==> src/rtl/freq_meas_ctrl_if.sv <==
// Request/result bus of the frequency-meter sequencer: start/config in, count/ratio out with valid/ack.
interface freq_meas_ctrl_if #(
   parameter int unsigned CNT_W = 32
);
   logic             start;
   logic             auto_en;
   logic [1:0]       div_cfg;
   logic             busy;
   logic [CNT_W-1:0] result;
   logic [1:0]       result_div;
   logic             overrange;
   logic             result_valid;
   logic             result_ack;

   modport master (
      output start, auto_en, div_cfg, result_ack,
      input  busy, result, result_div, overrange, result_valid
   );

   modport slave (
      input  start, auto_en, div_cfg, result_ack,
      output busy, result, result_div, overrange, result_valid
   );
endinterface

==> src/rtl/freq_meas_ctrl.sv <==
// Frequency-meter sequencer: arms the prescaler, counts prescaled edges over a fixed gate, auto-ranges.
// Define FREQ_MEAS_CONT_EN for continuous re-measurement after each acknowledge.
module freq_meas_ctrl #(
   parameter int unsigned GATE_CYCLES = 50000000,
   parameter int unsigned CNT_W       = 32,
   parameter int unsigned HI_TH       = 16777216
) (
   input  logic             clk,
   input  logic             rst,
   input  logic             i_sig_pre,
   output logic [1:0]       o_div_sel,
   output logic             o_pre_rst_n,
   output logic             o_gate,
   freq_meas_ctrl_if.slave  bus
);
   localparam int unsigned     PH_W      = (GATE_CYCLES > 4) ? $clog2(GATE_CYCLES) : 3;
   localparam logic [PH_W-1:0] GATE_LAST = PH_W'(GATE_CYCLES - 1);
   localparam logic [63:0]     HI_TH_W   = 64'(HI_TH);

   typedef enum logic [2:0] {
      S_IDLE, S_ARM, S_GATE, S_SETTLE, S_EVAL, S_DONE
   } state_t;

   state_t           r_state;
   logic [PH_W-1:0]  r_ph;
   logic [2:0]       r_sync;
   logic [1:0]       r_gate_d;
   logic [CNT_W-1:0] r_cnt;
   logic             r_sat;
   logic             r_auto;
   logic [1:0]       r_div_sel;
   logic             r_pre_rst_n;
   logic             r_gate;
   logic             r_busy;
   logic [CNT_W-1:0] r_result;
   logic [1:0]       r_result_div;
   logic             r_ovr;
   logic             r_valid;
`ifdef FREQ_MEAS_CONT_EN
   logic [1:0]       r_cfg;
`endif

   logic w_edge;
   logic w_hi;
   logic w_step;

   // Two synchronizer flops plus one history flop for rising-edge detection
   always_ff @(posedge clk or negedge rst) begin
      if (!rst) begin
         r_sync   <= '0;
         r_gate_d <= '0;
      end else begin
         r_sync   <= {r_sync[1:0], i_sig_pre};
         r_gate_d <= {r_gate_d[0], r_gate};
      end
   end

   // Window delayed by the synchronizer latency so edges seen during the gate land inside it
   assign w_edge = r_sync[1] & ~r_sync[2] & r_gate_d[1];
   assign w_hi   = (64'(r_cnt) >= HI_TH_W);
   assign w_step = r_auto & (r_sat | w_hi) & (r_div_sel != 2'd3);

   always_ff @(posedge clk or negedge rst) begin
      if (!rst) begin
         r_state      <= S_IDLE;
         r_ph         <= '0;
         r_cnt        <= '0;
         r_sat        <= 1'b0;
         r_auto       <= 1'b0;
         r_div_sel    <= 2'd0;
         r_pre_rst_n  <= 1'b0;
         r_gate       <= 1'b0;
         r_busy       <= 1'b0;
         r_result     <= '0;
         r_result_div <= 2'd0;
         r_ovr        <= 1'b0;
         r_valid      <= 1'b0;
`ifdef FREQ_MEAS_CONT_EN
         r_cfg        <= 2'd0;
`endif
      end else begin
         // Saturating edge counter, cleared while armed
         if (r_state == S_ARM) begin
            r_cnt <= '0;
            r_sat <= 1'b0;
         end else if (w_edge) begin
            if (&r_cnt) r_sat <= 1'b1;
            else        r_cnt <= r_cnt + CNT_W'(1);
         end

         case (r_state)
            S_IDLE: begin
               if (bus.start) begin
                  r_auto    <= bus.auto_en;
                  r_div_sel <= bus.div_cfg;
`ifdef FREQ_MEAS_CONT_EN
                  r_cfg     <= bus.div_cfg;
`endif
                  r_busy    <= 1'b1;
                  r_ph      <= '0;
                  r_state   <= S_ARM;
               end
            end
            S_ARM: begin
               if (r_ph == PH_W'(1)) begin
                  r_ph        <= '0;
                  r_pre_rst_n <= 1'b1;
                  r_gate      <= 1'b1;
                  r_state     <= S_GATE;
               end else begin
                  r_ph <= r_ph + PH_W'(1);
               end
            end
            S_GATE: begin
               if (r_ph == GATE_LAST) begin
                  r_ph    <= '0;
                  r_gate  <= 1'b0;
                  r_state <= S_SETTLE;
               end else begin
                  r_ph <= r_ph + PH_W'(1);
               end
            end
            S_SETTLE: begin
               if (r_ph == PH_W'(2)) begin
                  r_ph    <= '0;
                  r_state <= S_EVAL;
               end else begin
                  r_ph <= r_ph + PH_W'(1);
               end
            end
            S_EVAL: begin
               r_pre_rst_n <= 1'b0;
               if (w_step) begin
                  r_div_sel <= r_div_sel + 2'd1;
                  r_state   <= S_ARM;
               end else begin
                  r_result     <= r_cnt;
                  r_result_div <= r_div_sel;
                  r_ovr        <= r_sat | (r_auto & w_hi & (r_div_sel == 2'd3));
                  r_valid      <= 1'b1;
                  r_state      <= S_DONE;
               end
            end
            S_DONE: begin
               if (bus.result_ack) begin
                  r_valid <= 1'b0;
`ifdef FREQ_MEAS_CONT_EN
                  r_div_sel <= r_cfg;
                  r_state   <= S_ARM;
`else
                  r_busy    <= 1'b0;
                  r_state   <= S_IDLE;
`endif
               end
            end
            default: r_state <= S_IDLE;
         endcase
      end
   end

   assign o_div_sel        = r_div_sel;
   assign o_pre_rst_n      = r_pre_rst_n;
   assign o_gate           = r_gate;
   assign bus.busy         = r_busy;
   assign bus.result       = r_result;
   assign bus.result_div   = r_result_div;
   assign bus.overrange    = r_ovr;
   assign bus.result_valid = r_valid;
endmodule

==> src/flat_wrapper.sv <==
// flat-port wrapper written by rule: the top's interface ports become plain ports
module freq_meas_ctrl_flat 
#(
   parameter int unsigned GATE_CYCLES = 50000000,
   parameter int unsigned CNT_W       = 32,
   parameter int unsigned HI_TH       = 16777216
)
  (clk, rst, i_sig_pre, o_div_sel, o_pre_rst_n, o_gate, bus_start, bus_auto_en, bus_div_cfg, bus_result_ack, bus_busy, bus_result, bus_result_div, bus_overrange, bus_result_valid);
  freq_meas_ctrl_if #(.CNT_W(CNT_W)) bus_i ();
  input  logic clk;
  input  logic rst;
  input  logic i_sig_pre;
  output logic [1:0] o_div_sel;
  output logic o_pre_rst_n;
  output logic o_gate;
  input wire logic [$bits(bus_i.start)-1:0] bus_start;
  input wire logic [$bits(bus_i.auto_en)-1:0] bus_auto_en;
  input wire logic [$bits(bus_i.div_cfg)-1:0] bus_div_cfg;
  input wire logic [$bits(bus_i.result_ack)-1:0] bus_result_ack;
  output wire logic [$bits(bus_i.busy)-1:0] bus_busy;
  output wire logic [$bits(bus_i.result)-1:0] bus_result;
  output wire logic [$bits(bus_i.result_div)-1:0] bus_result_div;
  output wire logic [$bits(bus_i.overrange)-1:0] bus_overrange;
  output wire logic [$bits(bus_i.result_valid)-1:0] bus_result_valid;
  assign bus_i.start = bus_start;
  assign bus_i.auto_en = bus_auto_en;
  assign bus_i.div_cfg = bus_div_cfg;
  assign bus_i.result_ack = bus_result_ack;
  assign bus_busy = bus_i.busy;
  assign bus_result = bus_i.result;
  assign bus_result_div = bus_i.result_div;
  assign bus_overrange = bus_i.overrange;
  assign bus_result_valid = bus_i.result_valid;
  freq_meas_ctrl #(.GATE_CYCLES(GATE_CYCLES), .CNT_W(CNT_W), .HI_TH(HI_TH)) u_core (.clk(clk), .rst(rst), .i_sig_pre(i_sig_pre), .o_div_sel(o_div_sel), .o_pre_rst_n(o_pre_rst_n), .o_gate(o_gate), .bus(bus_i));
endmodule
==> config.mk <==
export PLATFORM = sky130hd
export DESIGN_NAME = freq_meas_ctrl_flat
export DESIGN_NICKNAME = d
export VERILOG_FILES = /design/src/rtl/freq_meas_ctrl_if.sv /design/src/rtl/freq_meas_ctrl.sv /design/src/flat_wrapper.sv
export SDC_FILE = /design/constraint.sdc
export NUM_CORES = 1
export LEC_CHECK = 0
export BUFFER_PORTS_ARGS = -buffer_cell sky130_fd_sc_hd__buf_4
export CAP_MARGIN = 25
export CORE_MARGIN = 5
export CORE_UTILIZATION = 40
export DETAILED_ROUTE_END_ITERATION = 8
export PLACE_DENSITY = 0.59
export SYNTH_ARGS = -nofsm -noshare
export SYNTH_HDL_FRONTEND = slang
export SYNTH_SLANG_ARGS = --single-unit
==> constraint.sdc <==
create_clock -name clk -period 4.5 [get_ports clk]
set_input_delay 0.675 -clock clk [delete_from_list [all_inputs] [get_ports clk]]
set_output_delay 0.675 -clock clk [all_outputs]
set_load 0.02 [all_outputs]
==> results.md <==
* Initial DRC Count at 431
* Critical Path Start Type: flop
* Final nets at 627
* Crit Path Max Fanout at 34
* Warning count from the yosys run at 0
* Sum of routed wire length over all layers at 13.87 mm
* Count of cells along the worst register-to-register path at 5
* Std-Cell Core Area at 13930 um^2
* Worst-margin pin slew at 0.8772 ns
* Die boundary width at 129.6 um
* Vias in the first global route at 4495
* Footprint of the multi-input gates at 2773 um^2
* Fin. Hold Viols at 0
* Global-route congestion overflow total at 0
* Post-synthesis net count at 594
* Crit path to: u_core.r_ph[15]
* CP cell instances: or4_1 -> or2_1 -> o311a_4 -> nor2_1 -> o211ai_1
* Path class of the lowest-slack min-delay path: in -> async
* Clock sinks at 109
* Vias/cell at 5.916
* Die area at 16790 um^2
* Maximum frequency from static timing analysis at 349.3 MHz
* Count of different cell masters after synthesis at 56
* Dominant cells by area after synthesis: dfrtp_1 48%, mux2_2 7.3%, nand2_1 3.5%, or4_1 2.8%, a21oi_1 2.6%
* Post-cts hold buffer count at 0
* CTS tree: built
* Clock tree buffer depth at 2
* Register cell area after layout at 2728 um^2
* Number of buffers inserted by port buffering at 48
* Latest clock arrival within the worst-skew pair at 0.36 ns
* Final RePlAce weighted congestion at 0.8447
* Synth Flop Type: dfrtp_1
* Antenna-violating nets left at 0
* Root Buffer Master: clkbuf_16
* LEAKAGE at 2.787 nW
* Number of rows in the core area at 43
* Number of antenna violations at the first check in global routing at 0
* Sequential fraction of the synthesis area at 47.70%
* Crit share post-route at 63.61%
* Setup-violating endpoint count in the final report at 0
* Fraction of post-synthesis cell area in the top cell type by area at 47.70%
* Areal power density over the cells at 442.3 nW/um^2
* Setup repair after global routing missed its margin: no
* Proportion of synthesized flip-flops having asynchronous set or reset at 100.0%
* Maximum number of pins on one net before global-route repair at 53
* Syn_area_per_cell at 9.859 um^2
* Global router's overall resource usage at 17.52%
* Crit Reg-Reg Startpoint: u_core.r_ph[10]
* Critical path data arrival time at 3.07 ns
* Total standard cell area after synthesis at 5718 um^2
* Share of final-layout standard cells stronger than drive strength 1 at 19.90%
* First drt pass iteration count at 5
* Slew Viols, Final at 0
* Max-cap violations at 0
* Startpoint-to-endpoint class of the critical path: reg -> reg
* Number of flops mapped to enable cells by yosys at 0
* Routed wire per std cell at 17.38 um
* Data required time of the worst path at 4.71 ns
* CTS buffer count at 9
* Headroom to the max-slew limit at 41.07%
* Antenna cells at 0
* Worst Skew at 0.009525 ns
* Number of placed I/O pins at 49
* Clock-pin transition on the worst setup and hold timing paths at 0.08 ns
* CTS H-tree lvls at 3
* Vias at 4721
* Worst hold slack at 0.1956 ns
* DIE HEIGHT at 129.6 um
* Library cell occupying the most area in the post-synthesis netlist: dfrtp_1
* Filler cell count at 1307
* IR drop worst, VDD at 0.0002782 V
* Worst setup path startpoint: u_core.r_ph[10]
* HPWL after detailed placement at 9.462 mm
* Global-route wire length before repair at 23.65 mm
* Post-route DRC violation count at 0
* Layout-stage area growth over the synthesis result at 13.68%
* Slowest cell delay on critical path at 0.64 ns
* R2r setup slk at 1.64 ns
* Flops & latches, synth at 109
* Cell with the biggest individual delay on the critical path: nor2_1
* Instance count of the mapped netlist at 580
* Clock period minus final worst setup slack at 2.863 ns
* Final TNS setup at 0 ns
* Number of gates resized after cts at 0
* Setup bufs post-CTS at 0
* Run status: completed
* Type of destination of the critical path: flop
* Worst flop-to-flop path endpoint: u_core.r_ph[15]
* Initial core utilization at 41.03%
-- sequential cells by signal, summed over array words and instances (netlist names), 2 cells and up --
name,flops
u_core.o_div_sel,2
u_core.r_ph,26
u_core.r_state,3
u_core.r_cnt,32
u_core.bus.result_div,2
u_core.bus.result,32
u_core.r_sync,3
u_core.r_gate_d,2
-- cell type report --
class / count / area share [%]
clock buffers: 12 / 3.638
clock inverters: 4 / 0.8662
inverters: 17 / 0.9817
multi-input cells: 420 / 42.66
flip-flops and latches: 109 / 41.96
well taps: 180 / 3.465
repair buffers: 56 / 6.429
-- cells in the final DEF (no fill, tap or decap), types with 4 or more instances in the layout --
cell	netlist	final
nor3_1	9	9
nor4_1	12	12
mux2_2	37	37
and3_1	6	6
inv_1	17	17
nor2b_1	4	4
dfrtp_1	109	109
nand3_1	29	29
mux2i_1	4	4
ha_1	6	6
or3_1	10	10
o211ai_1	15	15
buf_4	3	55
xnor2_1	5	5
or2_2	5	5
nand4_1	15	15
nand2_1	54	54
clkbuf_16	0	9
a22oi_1	6	6
o21bai_1	4	4
o21ai_0	21	21
a21oi_1	30	29
nor2_1	40	40
and2_1	7	7
and4_1	5	5
or4_1	21	21
o22ai_1	10	10
a31oi_1	6	6
o31ai_1	20	20
-- logic make-up (layout without fill, tap and decap cells) --
group | count (synthesis) | after routing | synth area share [%]
AO/OA/AOI/OAI | 133 | 133 | 15.43
XOR/XNOR | 5 | 5 | 0.7658
adder cells (fa/ha/maj) | 6 | 6 | 1.313
buffers and inverters | 51 | 89 | 4.223
flip-flops | 109 | 109 | 47.70
multiplexers | 41 | 41 | 7.987
AND/OR/NAND/NOR | 235 | 235 | 22.58
-- critical path, delay by kind of cell, from the launching register on --
kind	cells	cell delay [ns]
and+or+nand+nor	3	1.52
DFF	1	0.45
AOI/OAI and AO/OA	2	0.73
-- cells in the mapped netlist, drive strengths merged (2+ instances only) --
| cell type | n |
|---|---|
| and2 | 7 |
| inv | 17 |
| nor4b | 3 |
| or3 | 10 |
| o221ai | 4 |
| a311oi | 4 |
| nand3 | 29 |
| a21o | 2 |
| xnor2 | 5 |
| o21bai | 4 |
| or2 | 6 |
| and4 | 6 |
| ha | 6 |
| buf | 14 |
| nand3b | 2 |
| nor4 | 13 |
| nand2b | 3 |
| nor2 | 40 |
| mux2 | 37 |
| o31ai | 20 |
| o22ai | 10 |
| o31a | 2 |
| nor2b | 4 |
| clkbuf | 20 |
| nand2 | 55 |
| o21ai | 24 |
| a21oi | 30 |
| a31oi | 6 |
| a22oi | 6 |
| and3 | 6 |
| dfrtp | 109 |
| or4 | 23 |
| mux2i | 4 |
| a41o | 2 |
| o211ai | 15 |
| nand4 | 16 |
| nor3 | 10 |
-- how the worst min path moves through the flow --
stage / from / to / slack (ns) / cells past startpoint
after CTS: rst / u_core.o_gate / 0.20 / 1
after detailed placement: u_core.r_sync[0] / u_core.r_sync[1] / 0.34 / 0
after floorplan: u_core.r_gate_d[0] / u_core.r_gate_d[1] / 0.33 / 0
after global placement: u_core.r_gate_d[0] / u_core.r_gate_d[1] / 0.34 / 0
final: rst / u_core.o_gate / 0.20 / 1
after global routing: rst / u_core.o_gate / 0.20 / 1
-- metal layers --
| metal | part of all wire (%) | up-vias | GRT usage, % |
|---|---|---|---|
| met4 | 1.5 | 0 | 5.440 |
| met1 | 47 | 2332 | 25.22 |
| met5 | 0 | - | 0 |
| met2 | 46 | 130 | 25.93 |
| met3 | 5.3 | 17 | 4.575 |
| li1 | - | 2242 | - |
-- metrics by stage --
| step | instance area (um^2) | utilization [%] | setup WS [ns] | total power, W | instances |
|---|---|---|---|---|---|
| after CTS | 6495 | 46.61 | 1.646 | 0.002907 | 797 |
| final | 6500 | 46.65 | 1.637 | 0.002875 | 798 |
| after global routing | 6500 | 46.65 | 1.452 | 0.003067 | 798 |
| after global placement | 6202 | 44.51 | 1.719 | 0.002064 | 781 |
| after floorplan | 5718 | - | 2.352 | 0.001852 | 580 |
| after detailed placement | 6202 | 44.51 | 1.653 | 0.002090 | 781 |
-- where the power goes --
part / switching, W / internal [W] / leakage (nW)
sequential: 0.000173 / 0.00109 / 1.49
clock: 0.000366 / 0.000438 / 0.142
combinational: 0.000542 / 0.000263 / 1.15
No activity file was read; power rests on OpenSTA's default activity.
